$ cat src/rtl/gmii_udp_rx.sv
// gmii_udp_rx: Ethernet II / IPv4 / UDP receive parser on the GMII RX bus.
// Filters on local MAC/IP/port and streams the UDP payload bytes.
`default_nettype none

module gmii_udp_rx #(
  parameter logic [47:0] LOCAL_MAC  = 48'h06_00_AA_BB_0C_DD,
  parameter logic [31:0] LOCAL_IP   = 32'hC0A8_0002,
  parameter logic [15:0] LOCAL_PORT = 16'd8080
) (
  input  logic        clk_i,
  input  logic        rst_i,
  input  logic [7:0]  GMII_RXD,
  input  logic        GMII_RXDV,
  input  logic        GMII_RXER,
  output logic [7:0]  payload_data,
  output logic        payload_valid,
  output logic        payload_last,
  output logic        frame_ok,
  output logic        frame_err,
  output logic [31:0] src_ip,
  output logic [15:0] src_port,
  output logic [15:0] drop_cnt
);

  typedef enum logic [2:0] {
    S_IDLE, S_PREAMBLE, S_ETH_HDR, S_IP_HDR, S_UDP_HDR, S_PAYLOAD, S_WAIT_END
  } state_t;

  state_t      state;
  logic [15:0] byte_cnt;
  logic [15:0] remain;
  logic [39:0] shift_reg;
  logic [31:0] cap_src_ip;
  logic [15:0] cap_src_port;
  logic        rxdv_q;

  logic [15:0] word16;
  logic [31:0] word32;
  logic [47:0] word48;
  logic        in_hdr;
  logic        hdr_bad;
  logic        drop_event;

  // Multi-byte fields are compared on their last byte using the preceding bytes.
  assign word16 = {shift_reg[7:0], GMII_RXD};
  assign word32 = {shift_reg[23:0], GMII_RXD};
  assign word48 = {shift_reg[39:0], GMII_RXD};
  assign in_hdr = (state == S_ETH_HDR) || (state == S_IP_HDR) || (state == S_UDP_HDR);

  always_comb begin
    hdr_bad = 1'b0;
    case (state)
      S_ETH_HDR: hdr_bad = ((byte_cnt == 16'd5) && (word48 != LOCAL_MAC) && (word48 != {48{1'b1}})) ||
                           ((byte_cnt == 16'd13) && (word16 != 16'h0800));
      S_IP_HDR:  hdr_bad = ((byte_cnt == 16'd0) && (GMII_RXD != 8'h45)) ||
                           ((byte_cnt == 16'd9) && (GMII_RXD != 8'h11)) ||
                           ((byte_cnt == 16'd19) && (word32 != LOCAL_IP));
      S_UDP_HDR: hdr_bad = ((byte_cnt == 16'd3) && (word16 != LOCAL_PORT)) ||
                           ((byte_cnt == 16'd5) && (word16 < 16'd8));
      default:   hdr_bad = 1'b0;
    endcase
  end

  assign drop_event = in_hdr && (!GMII_RXDV || GMII_RXER || hdr_bad);

  always_ff @(posedge clk_i) begin
    if (rst_i) begin
      state         <= S_IDLE;
      byte_cnt      <= '0;
      remain        <= '0;
      shift_reg     <= '0;
      cap_src_ip    <= '0;
      cap_src_port  <= '0;
      rxdv_q        <= 1'b1;
      payload_data  <= '0;
      payload_valid <= 1'b0;
      payload_last  <= 1'b0;
      frame_ok      <= 1'b0;
      frame_err     <= 1'b0;
      src_ip        <= '0;
      src_port      <= '0;
      drop_cnt      <= '0;
    end else begin
      payload_valid <= 1'b0;
      payload_last  <= 1'b0;
      frame_ok      <= 1'b0;
      frame_err     <= 1'b0;
      // rxdv_q starts high after reset so a frame already in flight is never picked up.
      rxdv_q        <= GMII_RXDV;
      if (GMII_RXDV) shift_reg <= {shift_reg[31:0], GMII_RXD};
      if (drop_event && (drop_cnt != 16'hFFFF)) drop_cnt <= drop_cnt + 16'd1;

      case (state)
        S_IDLE: begin
          if (GMII_RXDV)
            state <= (!rxdv_q && (GMII_RXD == 8'h55)) ? S_PREAMBLE : S_WAIT_END;
        end
        S_PREAMBLE: begin
          if (!GMII_RXDV)                state <= S_IDLE;
          else if (GMII_RXER)            state <= S_WAIT_END;
          else if (GMII_RXD == 8'hD5) begin
            state    <= S_ETH_HDR;
            byte_cnt <= '0;
          end else if (GMII_RXD != 8'h55) state <= S_WAIT_END;
        end
        S_ETH_HDR, S_IP_HDR, S_UDP_HDR: begin
          if (!GMII_RXDV) begin
            state <= S_IDLE;
          end else if (GMII_RXER || hdr_bad) begin
            state <= S_WAIT_END;
          end else begin
            byte_cnt <= byte_cnt + 16'd1;
            if ((state == S_ETH_HDR) && (byte_cnt == 16'd13)) begin
              state    <= S_IP_HDR;
              byte_cnt <= '0;
            end
            if (state == S_IP_HDR) begin
              if (byte_cnt == 16'd15) cap_src_ip <= word32;
              if (byte_cnt == 16'd19) begin
                state    <= S_UDP_HDR;
                byte_cnt <= '0;
              end
            end
            if (state == S_UDP_HDR) begin
              if (byte_cnt == 16'd1) cap_src_port <= word16;
              if (byte_cnt == 16'd5) remain <= word16 - 16'd8;
              if (byte_cnt == 16'd7) begin
                src_ip   <= cap_src_ip;
                src_port <= cap_src_port;
                byte_cnt <= '0;
                if (remain == 16'd0) begin
                  frame_ok <= 1'b1;
                  state    <= S_WAIT_END;
                end else begin
                  state <= S_PAYLOAD;
                end
              end
            end
          end
        end
        S_PAYLOAD: begin
          if (!GMII_RXDV) begin
            frame_err <= 1'b1;
            state     <= S_IDLE;
          end else if (GMII_RXER) begin
            frame_err <= 1'b1;
            state     <= S_WAIT_END;
          end else begin
            payload_valid <= 1'b1;
            payload_data  <= GMII_RXD;
            remain        <= remain - 16'd1;
            if (remain == 16'd1) begin
              payload_last <= 1'b1;
              frame_ok     <= 1'b1;
              state        <= S_WAIT_END;
            end
          end
        end
        S_WAIT_END: begin
          if (!GMII_RXDV) state <= S_IDLE;
        end
        default: state <= S_IDLE;
      endcase
    end
  end

endmodule

`default_nettype wire
$ cat config.mk
export PLATFORM = sky130hd
export DESIGN_NAME = gmii_udp_rx
export DESIGN_NICKNAME = d
export VERILOG_FILES = /design/src/rtl/gmii_udp_rx.sv
export SDC_FILE = /design/constraint.sdc
export NUM_CORES = 1
export LEC_CHECK = 0
export BUFFER_PORTS_ARGS = -buffer_cell sky130_fd_sc_hd__buf_4
export CAP_MARGIN = 30
export CORE_UTILIZATION = 55
export DETAILED_ROUTE_END_ITERATION = 6
export PLACE_DENSITY = 0.86
export SYNTH_ARGS = -nofsm -noshare
export SYNTH_HDL_FRONTEND = slang
export SYNTH_SLANG_ARGS = --single-unit
$ cat constraint.sdc
create_clock -name clk_i -period 6.55 [get_ports clk_i]
set_input_delay 0.3275 -clock clk_i [delete_from_list [all_inputs] [get_ports clk_i]]
set_output_delay 0.3275 -clock clk_i [all_outputs]
set_load 0.05 [all_outputs]
==> run_results.csv <==
group,metric,value,unit
timing,tns,0,ns
critical_path,reg2reg_depth,9,
min_path,hold_end,"payload_data[1]",
global_route,grt_max_degree,112,
critical_path,crit_cells,9,
pwr,ir_drop,0.1756,mV
floorplanning,die_h,130.4,µm
finish,largest_reg_flops,40,
timing,worstMarginPinSlew,0.9184,ns
critical_path,rrSetupSlack,2.99,ns
place,port_buffers,87,
cts,clkTransAtPathRegs,0.07,ns
floorplanning,core_area,16000,µm²
timing,min_period,3.562,ns
pwr,power,2.731,mW
timing,fin_worst_skew,0.01257,ns
logic_synthesis,ys_types,58,
min_path,hold_depth,3,
logic_synthesis,ys_seq_area_share,44.14,%
cts,postCtsSetupBuffers,0,
timing,relSlewSlack,38.77,%
global_route,grtUsageTotal,26.83,%
critical_path,slowest_stage,"buf_4",
logic_synthesis,synth_edf_count,0,
critical_path,critical-path-max-stage-delay,0.65,ns
cts,root_buffer,"clkbuf_16",
logic_synthesis,ys_async_sr_fraction,0,%
floorplanning,dieArea,17010,µm²
floorplanning,std_cell_rows,46,
min_path,min_from,"GMII_RXD[1]",
timing,finalCritPeriodShare,54.38,%
global_route,globalRouteOverflowTotal,0,
logic_synthesis,synth_area_per_cell,8.746,µm²
pwr,powerDensity,262.5,nW/µm²
critical_path,r2r-end,"src_port[9]",
cts,clk_path_buf_depth,2,
floorplanning,die_w,130.4,µm
detailed_routing,dr_total_vias,7716,
critical_path,start_kind,"flip-flop",
logic_synthesis,synth_top_area_share,44.14,%
critical_path,crit_path_end_kind,"flip-flop",
critical_path,r2r-start,"byte_cnt[5]",
cts,cts_made_buffers,17,
floorplanning,pin_count,88,
cts,h-tree-depth,4,
timing,rsz0062_at_grt,"no",
timing,final_max_slew_viol_count,0,
detailed_routing,routedWlPerCell,17.05,µm
global_route,grt_pass1_vias,7294,
logic_synthesis,syn_area,9070,µm²
logic_synthesis,yosys-top-cells-count,"dfxtp_1 (200), nor2_1 (192), mux2i_1 (136)",
cts,ctsResizeCount,0,
cts,clkSinkCount,200,
place,post-dp-hpwl,14.42,mm
finish,antenna_cells,0,
timing,fmax,0.2808,GHz
logic_synthesis,yosysWarnings,0,
global_route,grt_pass1_wl,35.77,mm
critical_path,cp_max_fo,48,
logic_synthesis,yosysMostFrequentCell,"dfxtp_1",
critical_path,cp_num_buf_inv,1,
global_route,grt_antenna_before_repair,0,
logic_synthesis,ys_ff_latch,200,
status,status,"complete, no violations",
finish,drive_gt1_share,13.75,%
logic_synthesis,synth_cells,1037,
detailed_routing,avgViaCountPerCell,5.904,
cts,cts_hold_buf,0,
critical_path,crit_type,"reg -> reg",
min_path,hold_class,"in -> reg",
timing,finalHoldViolations,0,
logic_synthesis,yosys.area.top_type,"dfxtp_1",
flow_run,drv_cap,0,
detailed_routing,firstDrtPassIters,5,
place,gp_congestion,0.9417,
pwr,power.leakage,4.708,nW
floorplanning,start_util,56.69,%
logic_synthesis,synthTopCellsByArea,"dfxtp_1 (44%), mux2i_1 (15%), nor2_1 (7.9%), a21oi_1 (2.7%), nand2_1 (2.6%)",
logic_synthesis,syn_nets,1056,
critical_path,crit_path_cell_trace,"or3_1 > nor3b_1 > nand4_1 > o31ai_1 > o21bai_1 > nand3_2 > buf_4 > mux2i_1 > nor2_1",
detailed_routing,postRouteWirelength,22.28,mm
critical_path,arrival,3.84,ns
logic_synthesis,synth_ff_type,"dfxtp_1",
detailed_routing,drc,0,
finish,syn2layout_area_growth,14.72,%
critical_path,path_delay_family,"simple AND/OR/NAND/NOR gates",
timing,setup_viol,0,
detailed_routing,ant_nets,0,
finish,layout.nets,1097,
cts,cts_tree,"done",
critical_path,crit_required,6.83,ns
detailed_routing,drt-initial-drc-count,646,
cts,insertion_delay,0.45,ns
[layout by cell type (no fill, tap or decap), types with 7 or more instances in the layout]
cell type,count
or3_1,12
mux2_2,10
buf_4,89
nand2_1,64
and2_1,7
clkbuf_16,17
dfxtp_1,200
nor3_1,30
or4_1,7
or4b_1,7
o31ai_1,7
mux2i_1,136
and3_1,17
a21oi_1,49
nor2b_1,12
nand3_1,26
xor2_1,9
nor2_1,192
nand4_1,23
ha_1,7
inv_1,15
o21ai_0,44
nor4_1,20
nand2b_1,7
[layout make-up]
| type | instances | area, µm² |
|---|---|---|
| clock inverter | 14 | 207.7 |
| tap | 216 | 270.3 |
| multi-input combinational | 752 | 4706 |
| timing repair buffer | 92 | 721.9 |
| fill | 1284 | 5595 |
| sequential | 200 | 4004 |
| inverter | 15 | 56.30 |
| clock buffer | 18 | 439.2 |
[kinds of logic (layout without fill, tap and decap cells)]
family	count (synthesis)	in the layout	synth area share, %
AO/OA/AOI/OAI	136	136	9.119
XOR/XNOR	12	12	1.159
adder cells (fa/ha/maj)	7	7	0.9656
buffers and inverters	85	139	4.083
flip-flops	200	200	44.14
multiplexers	146	146	16.25
AND/OR/NAND/NOR	451	451	24.28
[report_power, final]
group	total (mW)	internal [mW]	leakage (nW)	switching (mW)
logic	0.321	0.106	2.78	0.215
clock network	1.13	0.631	0.318	0.502
registers	1.28	1.23	1.61	0.0433
[routing by layer]
layer  GRT usage (%)  vias up  routed length, µm
met2           44.46      275              10590
met4           12.58        0                683
met5               0        -                  0
met1           33.56     3644               9701
li1                -     3737                  -
met3           5.537       60               1302
[how the worst max path moves through the flow]
stage | slack, ns | startpoint | to
2_1_floorplan | 3.77 | GMII_RXD[1] | byte_cnt[7]
3_5_place_dp | 3.11 | byte_cnt[5] | src_ip[9]
4_1_cts | 3.06 | byte_cnt[5] | src_port[9]
5_1_grt | 2.76 | byte_cnt[4] | src_port[9]
6_report | 2.99 | byte_cnt[5] | src_port[9]
3_3_place_gp | 3.01 | GMII_RXD[1] | cap_src_ip[21]
[worst register-to-register path, cell delays in order, from the launching register on]
cell and delay (ns):
dfxtp_1 0.36, or3_1 0.42, nor3b_1 0.27, nand4_1 0.24
o31ai_1 0.61, o21bai_1 0.27, nand3_2 0.13, buf_4 0.65
mux2i_1 0.37, nor2_1 0.10
[per-stage QoR]
stage               instances  setup WS (ns)  cell area (µm²)  hold WS, ns  utilization [%]
floorplan                1037          3.773             9070       0.4153                -
global placement         1273          3.014             9716       0.4446            60.72
detailed placement       1275          3.109             9758       0.4481            60.99
CTS                      1307          3.060            10410       0.2037            65.03
global route             1307          2.756            10410       0.2507            65.03
finish                   1307          2.988            10410       0.2172            65.03
No activity file was read; power rests on OpenSTA's default activity.
